$ cat src/rtl/ipf_pkg.sv
// Shared definitions for the instruction prefetch unit: default widths,
// reset PC, queue entry layout and the count-width helper.
package ipf_pkg;

    localparam int IPF_ADDR_W = 16;
    localparam int IPF_DATA_W = 16;
    localparam int IPF_DEPTH  = 4;

    localparam logic [IPF_ADDR_W-1:0] IPF_RESET_PC = 16'h0000;

    // A count must be able to hold DEPTH itself, hence the extra bit.
    function automatic int cnt_w(input int depth);
        return $clog2(depth) + 1;
    endfunction

    localparam int IPF_CNT_W = cnt_w(IPF_DEPTH);

    typedef struct packed {
        logic [IPF_ADDR_W-1:0] pc;
        logic [IPF_DATA_W-1:0] instr;
    } ipf_entry_t;

endpackage

$ cat src/rtl/ipf_fifo.sv
// Synchronous DEPTH-entry FIFO with flush, push, pop, occupancy count and
// head output. Ports: clk, rst (async, active-high), flush_i, push_i, pop_i,
// data_i, head_o, count_o. Flush overrides push and pop in the same cycle.
module ipf_fifo
    import ipf_pkg::*;
#(
    parameter int W     = IPF_ADDR_W + IPF_DATA_W,
    parameter int DEPTH = IPF_DEPTH,
    localparam int CW   = cnt_w(DEPTH),
    localparam int PW   = $clog2(DEPTH)
) (
    input  logic          clk,
    input  logic          rst,
    input  logic          flush_i,
    input  logic          push_i,
    input  logic          pop_i,
    input  logic [W-1:0]  data_i,
    output logic [W-1:0]  head_o,
    output logic [CW-1:0] count_o
);

    localparam logic [CW-1:0] FULL = CW'(DEPTH);

    logic [W-1:0]  mem_q [DEPTH];
    logic [PW-1:0] rd_q, rd_d;
    logic [PW-1:0] wr_q, wr_d;
    logic [CW-1:0] cnt_q, cnt_d;
    logic          do_push, do_pop;

    assign do_push = push_i && !flush_i;
    assign do_pop  = pop_i && !flush_i && (cnt_q != '0);

    always_comb begin
        rd_d  = rd_q;
        wr_d  = wr_q;
        cnt_d = cnt_q;
        if (flush_i) begin
            rd_d  = '0;
            wr_d  = '0;
            cnt_d = '0;
        end else begin
            // DEPTH is a power of 2, so pointers wrap on their own.
            if (do_push) wr_d = wr_q + 1'b1;
            if (do_pop)  rd_d = rd_q + 1'b1;
            unique case ({do_push, do_pop})
                2'b10:   cnt_d = cnt_q + 1'b1;
                2'b01:   cnt_d = cnt_q - 1'b1;
                default: cnt_d = cnt_q;
            endcase
        end
    end

    always_ff @(posedge clk or posedge rst) begin
        if (rst) begin
            rd_q  <= '0;
            wr_q  <= '0;
            cnt_q <= '0;
        end else begin
            rd_q  <= rd_d;
            wr_q  <= wr_d;
            cnt_q <= cnt_d;
        end
    end

    always_ff @(posedge clk) begin
        if (do_push) mem_q[wr_q] <= data_i;
    end

    assign head_o  = mem_q[rd_q];
    assign count_o = cnt_q;

    // The fetch credit check upstream makes a push into a full queue impossible.
    a_no_overflow: assert property (
        @(posedge clk) disable iff (rst)
        !(do_push && !do_pop && cnt_q == FULL)
    );

endmodule

$ cat src/rtl/instr_prefetch_unit.sv
// Instruction fetch front end: issues sequential reads on memory port 1,
// queues returned words with their PCs and hands them to decode via
// instr_valid/instr_ready; redirect flushes and restarts fetch.
// Ports: clk, reset, mem_addr/mem_read/mem_rdata (memory port 1),
// redirect/redirect_pc, instr_valid/instr/instr_pc/instr_ready (decode).
// Build option IPF_BYPASS_EN: a word returning into an empty queue is shown
// to decode in the same cycle, saving one cycle of latency.
module instr_prefetch_unit
    import ipf_pkg::*;
#(
    parameter int                ADDR_W   = IPF_ADDR_W,
    parameter int                DATA_W   = IPF_DATA_W,
    parameter int                DEPTH    = IPF_DEPTH,
    parameter logic [ADDR_W-1:0] RESET_PC = IPF_RESET_PC
) (
    input  logic              clk,
    input  logic              reset,
    output logic [ADDR_W-1:0] mem_addr,
    output logic              mem_read,
    input  logic [DATA_W-1:0] mem_rdata,
    input  logic              redirect,
    input  logic [ADDR_W-1:0] redirect_pc,
    output logic              instr_valid,
    output logic [DATA_W-1:0] instr,
    output logic [ADDR_W-1:0] instr_pc,
    input  logic              instr_ready
);

    localparam int CW = cnt_w(DEPTH);
    localparam int EW = ADDR_W + DATA_W;

    logic [ADDR_W-1:0] fetch_pc_q, fetch_pc_d;
    logic [ADDR_W-1:0] inflight_pc_q, inflight_pc_d;
    logic              inflight_q, inflight_d;

    logic [CW-1:0] count;
    logic [EW-1:0] head;
    logic [CW:0]   credit;
    logic          issue, ret, byp, push, pop, has_q;

    // Queued words plus the one in flight must never exceed DEPTH.
    assign credit = {1'b0, count} + {{CW{1'b0}}, inflight_q};
    assign issue  = !reset && !redirect && (credit < (CW+1)'(DEPTH));

    assign mem_read = issue;
    assign mem_addr = fetch_pc_q;

    // A word returning under a redirect belongs to the old stream: drop it.
    assign ret   = inflight_q && !redirect;
    assign has_q = (count != '0);

`ifdef IPF_BYPASS_EN
    assign byp = ret && !has_q;
`else
    assign byp = 1'b0;
`endif

    assign instr_valid = has_q || byp;
    assign pop         = has_q && instr_ready && !redirect;
    assign push        = ret && !(byp && instr_ready);

    always_comb begin
        {instr_pc, instr} = '0;
        if (byp)        {instr_pc, instr} = {inflight_pc_q, mem_rdata};
        else if (has_q) {instr_pc, instr} = head;
    end

    always_comb begin
        fetch_pc_d    = fetch_pc_q;
        inflight_pc_d = inflight_pc_q;
        inflight_d    = issue;
        if (redirect) begin
            fetch_pc_d = redirect_pc;
        end else if (issue) begin
            fetch_pc_d    = fetch_pc_q + 1'b1;
            inflight_pc_d = fetch_pc_q;
        end
    end

    always_ff @(posedge clk or posedge reset) begin
        if (reset) begin
            fetch_pc_q    <= RESET_PC;
            inflight_pc_q <= '0;
            inflight_q    <= 1'b0;
        end else begin
            fetch_pc_q    <= fetch_pc_d;
            inflight_pc_q <= inflight_pc_d;
            inflight_q    <= inflight_d;
        end
    end

    ipf_fifo #(
        .W     (EW),
        .DEPTH (DEPTH)
    ) u_fifo (
        .clk     (clk),
        .rst     (reset),
        .flush_i (redirect),
        .push_i  (push),
        .pop_i   (pop),
        .data_i  ({inflight_pc_q, mem_rdata}),
        .head_o  (head),
        .count_o (count)
    );

endmodule

$ cat config.mk
export PLATFORM = sky130hd
export DESIGN_NAME = instr_prefetch_unit
export DESIGN_NICKNAME = d
export VERILOG_FILES = /design/src/rtl/ipf_pkg.sv /design/src/rtl/ipf_fifo.sv /design/src/rtl/instr_prefetch_unit.sv
export SDC_FILE = /design/constraint.sdc
export NUM_CORES = 1
export LEC_CHECK = 0
export BUFFER_PORTS_ARGS = -buffer_cell sky130_fd_sc_hd__buf_2
export CAP_MARGIN = 25
export CELL_PAD_IN_SITES_DETAIL_PLACEMENT = 1
export CELL_PAD_IN_SITES_GLOBAL_PLACEMENT = 1
export CORE_UTILIZATION = 45
export CTS_CLUSTER_SIZE = 10
export DETAILED_ROUTE_END_ITERATION = 6
export PLACE_DENSITY = 0.83
export SKIP_CTS_REPAIR_TIMING = 1
export SYNTH_ARGS = -nofsm -noshare
export SYNTH_HDL_FRONTEND = slang
export SYNTH_SLANG_ARGS = --single-unit
$ cat constraint.sdc
create_clock -name clk -period 2.6 [get_ports clk]
set_input_delay 0.13 -clock clk [delete_from_list [all_inputs] [get_ports clk]]
set_output_delay 0.13 -clock clk [all_outputs]
set_load 0.03 [all_outputs]
==> impl_summary.txt, run 1 <==
----------------------------------------------------
[Timing]
  Skew final ... around 0.0074 ns
  Total negative slack for setup checks ... 0 ns
  Setup repair after global routing missed its margin ... no
  Slew headroom ... 65.4%
  Share of the clock period used by the worst path ... 87.1%
  Top achievable clock speed ... 442 MHz
  Total of endpoints with negative setup slack in the final report ... 0
  Hold Vio Cnt, Final ... 0
  Hold WS ... around 0.046 ns
  Slew of the pin with the lowest slew margin ... between 0.5 and 0.6 ns
  Time the final worst path needs with I/O delays and setup ... ~2.3 ns
  Final slew viol count ... 0

[Synth]
  Top cell types by occurrence after synthesis ... sky130_fd_sc_hd__edfxtp_1 (128), sky130_fd_sc_hd__and2_1 (41), sky130_fd_sc_hd__dfrtp_1 (40)
  Area of the mapped netlist ... 6860 sq um
  Flops & latches, synth ... ~170
  Count of mapped cells out of synthesis ... 394
  Synth area leaders ... sky130_fd_sc_hd__edfxtp_1 (56%), sky130_fd_sc_hd__dfrtp_1 (15%), sky130_fd_sc_hd__mux4_2 (11%), sky130_fd_sc_hd__and2_1 (3.7%), sky130_fd_sc_hd__mux2_2 (2.6%)
  Number of library cell types mapped by synthesis ... 41
  Post-Syn Nets ... 436
  Per-instance average area after synthesis ... around 17 sq um
  Sequential cell area fraction in the yosys report ... 70.6%
  Most common cell in the synthesized netlist ... sky130_fd_sc_hd__edfxtp_1
  Top-area cell type share of the netlist area ... 56.0%
  Cell type with the largest total area after synthesis ... sky130_fd_sc_hd__edfxtp_1
  Number of flops mapped to enable cells by yosys ... 128
  Proportion of register bits with asynchronous set or reset after synthesis ... a little under a quarter
  Main synth FF type ... sky130_fd_sc_hd__edfxtp_1
  Yosys warning total ... 0

[Clocking]
  Clk sinks ... 168
  CTS tree ... yes
  Latest clock arrival within the worst-skew pair ... 0.42 ns
  Cell at the root of the clock tree ... sky130_fd_sc_hd__clkbuf_16
  CTS HTree Levels ... 4
  Clock transition at the registers of the reported paths ... 0.06 ns
  Maximum buffer depth of the clock tree ... 2
  Clock buffers created by TritonCTS ... 17

[Setup path]
  Stage delay of the slowest cell on the critical path ... around 0.59 ns
  Worst Path Required ... about 2.5 ns
  Cell type of the slowest stage on the worst timing path ... sky130_fd_sc_hd__mux4_2
  Largest fanout on the critical path ... 21
  Category of the critical setup timing path ... reg -> out
  Worst endpoint data arrival time ... 2.13 ns
  Critical-path cell list ... buf_4 > mux4_2 > and2_1 > buf_2
  Worst setup EP type ... primary output
  Kind of launch point of the worst setup path ... register

[Routing]
  Total Routed Length ... 14,200 um
  DR iter-0 viols ... 221
  Post-route ant nets ... 0
  Number of vias per cell ... about 5.3
  Total DRC errors in the routed layout ... 5
  Via count ... 3,835
  Average wire length per cell after detail routing ... 19.7 um
  Total iterations of the first detailed-routing run ... 7

[Layout]
  Area of all placed cells without fillers ... ~8400 sq um
  Finished Layout Cells ... 722
  Net count reported at finish ... 567
  Ant diodes ... 0
  Fraction of layout instances using a drive strength above 1 ... 33.3%
  Syn-to-layout area delta ... 23.1%

[Placement]
  Hpwl dp ... 8950 um
  RePlAce Congestion ... 0.808
  Placed Area ... 7540 sq um
  Number of placed instances, taps included ... 658
  Port-buffer cells ... 85

[Floorplanning]
  Effective utilization at floorplan ... between 40% and 50%
  Full die area ... between 15,000 and 20,000 sq um
  Die Width ... between 100 and 150 um
  Boundary pin count ... 86
  Core Rows ... 44
  Die height ... 125 um
  Core box area ... 14,700 sq um

[Power]
  Overall power after layout ... roughly 0.0083 W
  Leakage power of the design ... 3.13 nW
  Total power per unit cell area ... 984 nW/um^2
  VDD IR-drop max ... 0.586 mV

[Global routing]
  Vias in the first global route ... 3,909
  Aggregate global-route resource usage ... around 18%
  First-pass GRT wire length ... ~22,000 um
  Initial antenna violation count ... 0
  Grt total ovfl ... 0
  Largest net degree at the start of global routing ... 36

[Run]
  Max Cap Viol ... 0

[Worst hold path]
  Min-Delay Path Class ... in -> reg

[Status]
  Result of the run ... complete, but fails checks
  Violations in the final reports ... DRC

----------------------------------------------------
## sequential cells by signal (all words and copies together) (netlist names)
name / flops
mem_addr: 16
u_fifo.count_o: 3
u_fifo.mem_q: 128
inflight_q: 1
u_fifo.rd_q: 2
inflight_pc_q: 16
u_fifo.wr_q: 2
## cells by family (layout without fill, tap and decap cells)
kind of cell               count (synthesis)  in the layout  share of synthesized area (%)
buffers and inverters                     27            171                           1.71
AOI/OAI and AO/OA                         26             26                           2.61
adders and majority gates                  6              6                           1.20
and+or+nand+nor                          101            101                           8.34
muxes                                     51             51                           13.6
DFF                                      168            168                           70.6
xor gates and xnor gates                  15             15                           1.92
## final cells by class
cell class / count / area [sq um]
Tap cell: 184 / 230
Inverter: 6 / 22.5
Clock inverter: 13 / 129
Timing Repair Buffer: 133 / 883
Sequential cell: 168 / 4850
Clock buffer: 19 / 433
Multi-Input combinational cell: 199 / 1900
Fill cell: 1384 / 6260
## path summary, 6_finish.rpt
check	depth (start not counted)	start	to	slack, ns
worst min register to register	0	inflight_pc_q[1]$_DFFE_PP0P_	u_fifo.mem_q[2][17]$_DFFE_PP_	0.52
worst max-delay path	4	u_fifo.rd_q[0]$_DFFE_PP0P_	instr_pc[12]	0.34
max in group asynchronous	4	reset	inflight_pc_q[8]$_DFFE_PP0P_	1.64
worst max register to register	6	u_fifo.count_o[0]$_DFFE_PP0P_	u_fifo.count_o[2]$_DFFE_PP0P_	0.50
worst min-delay path	2	redirect	u_fifo.wr_q[0]$_DFFE_PP0P_	0.05
min in group asynchronous	3	reset	u_fifo.count_o[1]$_DFFE_PP0P_	0.21
## critical path: cells and delay by family (launching register included)
kind                   cells  cell delay (ns)
muxes                      1             0.59
buffers and inverters      2             0.57
and+or+nand+nor            1             0.17
DFF                        1             0.38
## stage by stage
step	utilization, %	setup slack, ns
finish	57.4	0.335
global route	57.4	0.215
CTS	55.1	0.123
detailed placement	51.3	0.494
global placement	51.3	0.648
floorplan	-	0.686
## per-layer routing
layer | part of all wire [%] | global-route usage (%) | vias to the layer above
met5 | 0 | 0 | -
met4 | 1.7 | 7.10 | 0
met3 | 3.1 | 3.98 | 14
met2 | 51 | 31.2 | 86
met1 | 44 | 23.5 | 1972
li1 | - | - | 1763
## cells in the final DEF (no fill, tap or decap), types with 6 or more instances in the layout
master / count
sky130_fd_sc_hd__edfxtp_1: 128
sky130_fd_sc_hd__buf_2: 85
sky130_fd_sc_hd__and2_1: 41
sky130_fd_sc_hd__dfrtp_1: 39
sky130_fd_sc_hd__mux4_2: 32
sky130_fd_sc_hd__dlygate4sd3_1: 31
sky130_fd_sc_hd__nand2_1: 17
sky130_fd_sc_hd__clkbuf_16: 17
sky130_fd_sc_hd__mux2_2: 16
sky130_fd_sc_hd__buf_4: 16
sky130_fd_sc_hd__o21ai_0: 14
sky130_fd_sc_hd__xor2_1: 11
sky130_fd_sc_hd__nand3_1: 9
sky130_fd_sc_hd__nor2_1: 8
sky130_fd_sc_hd__inv_1: 6
## report_power, final
group	switching (W)	internal [W]	total, W
registers	0.000260	0.00321	0.00347
logic	0.00144	0.00100	0.00244
clock network	0.000988	0.00140	0.00239
total	0.00269	0.00562	0.00831
Power figures use the tool's default switching activity.
==> run 2, diff against run 1 <==
--- a/config.mk
+++ b/config.mk
@@ -12,7 +12,8 @@
 export CORE_UTILIZATION = 45
 export CTS_CLUSTER_SIZE = 10
 export DETAILED_ROUTE_END_ITERATION = 6
-export PLACE_DENSITY = 0.83
+export GPL_ROUTABILITY_DRIVEN = 1
+export PLACE_DENSITY_LB_ADDON = 0.1
 export SKIP_CTS_REPAIR_TIMING = 1
 export SYNTH_ARGS = -nofsm -noshare
 export SYNTH_HDL_FRONTEND = slang
==> run 2 against run 1 <==
The flow now finishes without violations. Critical path depth unchanged. Global-route usage increased by 0.062 points. Core utilization decreased by 0.051 points. Clock skew decreased by 0.0013 ns. Worst hold slack got worse by 0.039 ns. Largest cell class unchanged. Cell area about the same. Non-clock buffer count decreased by 7. Flip-flop and latch count unchanged. Clock power about the same. First-iteration DRC count decreased by 5.9%.
==> impl_summary.txt, run 2 (same netlist as run 1, synthesis figures left out) <==
----------------------------------------------------
[Status]
  Result of the run ... finished clean

[Global routing]
  Initial antenna violation count ... 0
  Grt total ovfl ... 0
  Largest net degree at the start of global routing ... 36
  First-pass GRT wire length ... about 22,000 um
  Vias in the first global route ... around 4,000
  Aggregate global-route resource usage ... 18.5%

[Floorplanning]
  Core box area ... 14,700 sq um
  Full die area ... 15,700 sq um
  Core Rows ... 44
  Boundary pin count ... 86
  Effective utilization at floorplan ... 46.7%
  Die height ... between 100 and 150 um
  Die Width ... about 130 um

[Setup path]
  Critical-path cell list ... or3_1 > buf_16 > and2_1 > buf_2
  Worst Path Required ... 2.47 ns
  Kind of launch point of the worst setup path ... register
  Cell type of the slowest stage on the worst timing path ... sky130_fd_sc_hd__or3_1
  Worst setup EP type ... primary output
  Register-to-register setup slack ... between 0.4 and 0.5 ns
  Worst endpoint data arrival time ... roughly 2 ns
  Category of the critical setup timing path ... reg -> out
  Stage delay of the slowest cell on the critical path ... 0.55 ns
  Largest fanout on the critical path ... 29

[Timing]
  Hold Vio Cnt, Final ... 0
  Skew final ... slightly above 0.006 ns
  Time the final worst path needs with I/O delays and setup ... 2.14 ns
  Hold WS ... 0.00693 ns
  Top achievable clock speed ... ~470 MHz
  Total negative slack for setup checks ... 0 ns
  Total of endpoints with negative setup slack in the final report ... 0
  Final slew viol count ... 0
  Slew headroom ... 66.4%
  Slew of the pin with the lowest slew margin ... 0.499 ns
  Share of the clock period used by the worst path ... 82.3%
  Setup repair after global routing missed its margin ... no
  Final worst-path setup slack ... about 0.46 ns

[Routing]
  Total DRC errors in the routed layout ... 0
  DR iter-0 viols ... between 200 and 250
  Total Routed Length ... around 14,000 um
  Total iterations of the first detailed-routing run ... 6
  Via count ... 3,769
  Post-route ant nets ... 0
  Number of vias per cell ... 5.27
  Average wire length per cell after detail routing ... approximately 19 um

[Layout]
  Fraction of layout instances using a drive strength above 1 ... 33.0%
  Largest register FFs ... about 130
  Ant diodes ... 0
  Net count reported at finish ... 560
  Leading cell types in the layout, fill and taps excluded ... sky130_fd_sc_hd__edfxtp_1 (128), sky130_fd_sc_hd__buf_2 (85), sky130_fd_sc_hd__dfrtp_1 (39), sky130_fd_sc_hd__and2_1 (37), sky130_fd_sc_hd__mux4_2 (32)
  Area of all placed cells without fillers ... 8430 sq um
  Filler cells ... 1,378
  Syn-to-layout area delta ... 23.0%
  Register with the most flip-flops ... u_fifo.mem_q
  Most common cell after layout, fill and taps aside ... sky130_fd_sc_hd__edfxtp_1

[Placement]
  Pre-CTS worst setup slack ... 0.463 ns
  Placed Area ... 7580 sq um
  RePlAce Congestion ... between 0.7 and 0.8
  Hpwl dp ... a little over 8000 um
  Port-buffer cells ... 85

[Power]
  VDD IR-drop max ... 0.491 mV
  Leakage power of the design ... 3.12 nW
  Total power per unit cell area ... 985 nW/um^2
  Overall power after layout ... 0.00830 W

[Worst hold path]
  Min-Delay Path Class ... in -> reg

[Clocking]
  Cell at the root of the clock tree ... sky130_fd_sc_hd__clkbuf_16
  Clock transition at the registers of the reported paths ... 0.06 ns
  Clock buffers created by TritonCTS ... 17
  Latest clock arrival within the worst-skew pair ... 0.41 ns
  CTS tree ... yes
  Maximum buffer depth of the clock tree ... 2
  CTS HTree Levels ... 4
  Clk sinks ... 168

[Run]
  Max Cap Viol ... 0

----------------------------------------------------
run 2: changes by cell type in the layout (fill, tap and decap cells not counted), sizes merged:
cell	previous run	this run
inv	8	6
clkbuf	19	28
clkinv	6	2
dlygate4sd3	31	29
buf	102	97
clkinvlp	3	0
run 2: worst paths after layout:
| kind | depth (start not counted) | from | endpoint |
|---|---|---|---|
| min in group asynchronous | 3 | reset | u_fifo.count_o[0]$_DFFE_PP0P_ |
| worst max-delay path | 4 | u_fifo.count_o[2]$_DFFE_PP0P_ | instr_pc[14] |
| worst min register to register | 0 | inflight_pc_q[0]$_DFFE_PP0P_ | u_fifo.mem_q[0][16]$_DFFE_PP_ |
| worst min-delay path | 3 | redirect_pc[14] | mem_addr[14]$_DFFE_PP0P_ |
| worst max register to register | 6 | u_fifo.count_o[2]$_DFFE_PP0P_ | u_fifo.count_o[2]$_DFFE_PP0P_ |
| max in group asynchronous | 4 | reset | inflight_pc_q[12]$_DFFE_PP0P_ |
run 2: final cells by class:
cell class                      instances  area [sq um]  area share [%]
Sequential cell                       168          4850            57.5
Multi-Input combinational cell        199          1900            22.5
Inverter                                6          22.5           0.267
Timing Repair Buffer                  126           876            10.4
Tap cell                              184           230            2.73
Clock buffer                           28           487            5.77
Clock inverter                          4          70.1           0.831
run 2: routing by layer:
metal / GRT usage [%] / share of wire, %
met1: 23.5 / 44
met2: 31.5 / 51
met3: 3.85 / 2.8
met4: 7.10 / 1.4
met5: 0 / 0
run 2: through the flow:
| stage | std cells | util (%) |
|---|---|---|
| 2_1_floorplan | 394 | - |
| 3_3_place_gp | 653 | 51.4 |
| 3_5_place_dp | 654 | 51.6 |
| 4_1_cts | 686 | 55.4 |
| 5_1_grt | 715 | 57.4 |
| 6_report | 715 | 57.4 |
run 2: report_power, final:
group / switching, W / leakage [nW] / internal [W] / total (W)
sequential: 0.000250 / 1.64 / 0.00321 / 0.00346
clock: 0.000924 / 0.271 / 0.00146 / 0.00239
combinational: 0.00144 / 1.21 / 0.00101 / 0.00245
total: 0.00262 / 3.12 / 0.00569 / 0.00830
run 2: critical path, delay by kind of cell (launching register included):
family                 cells  cell delay (ns)
and+or+nand+nor            2             0.72
buffers and inverters      2             0.41
DFF                        1             0.46
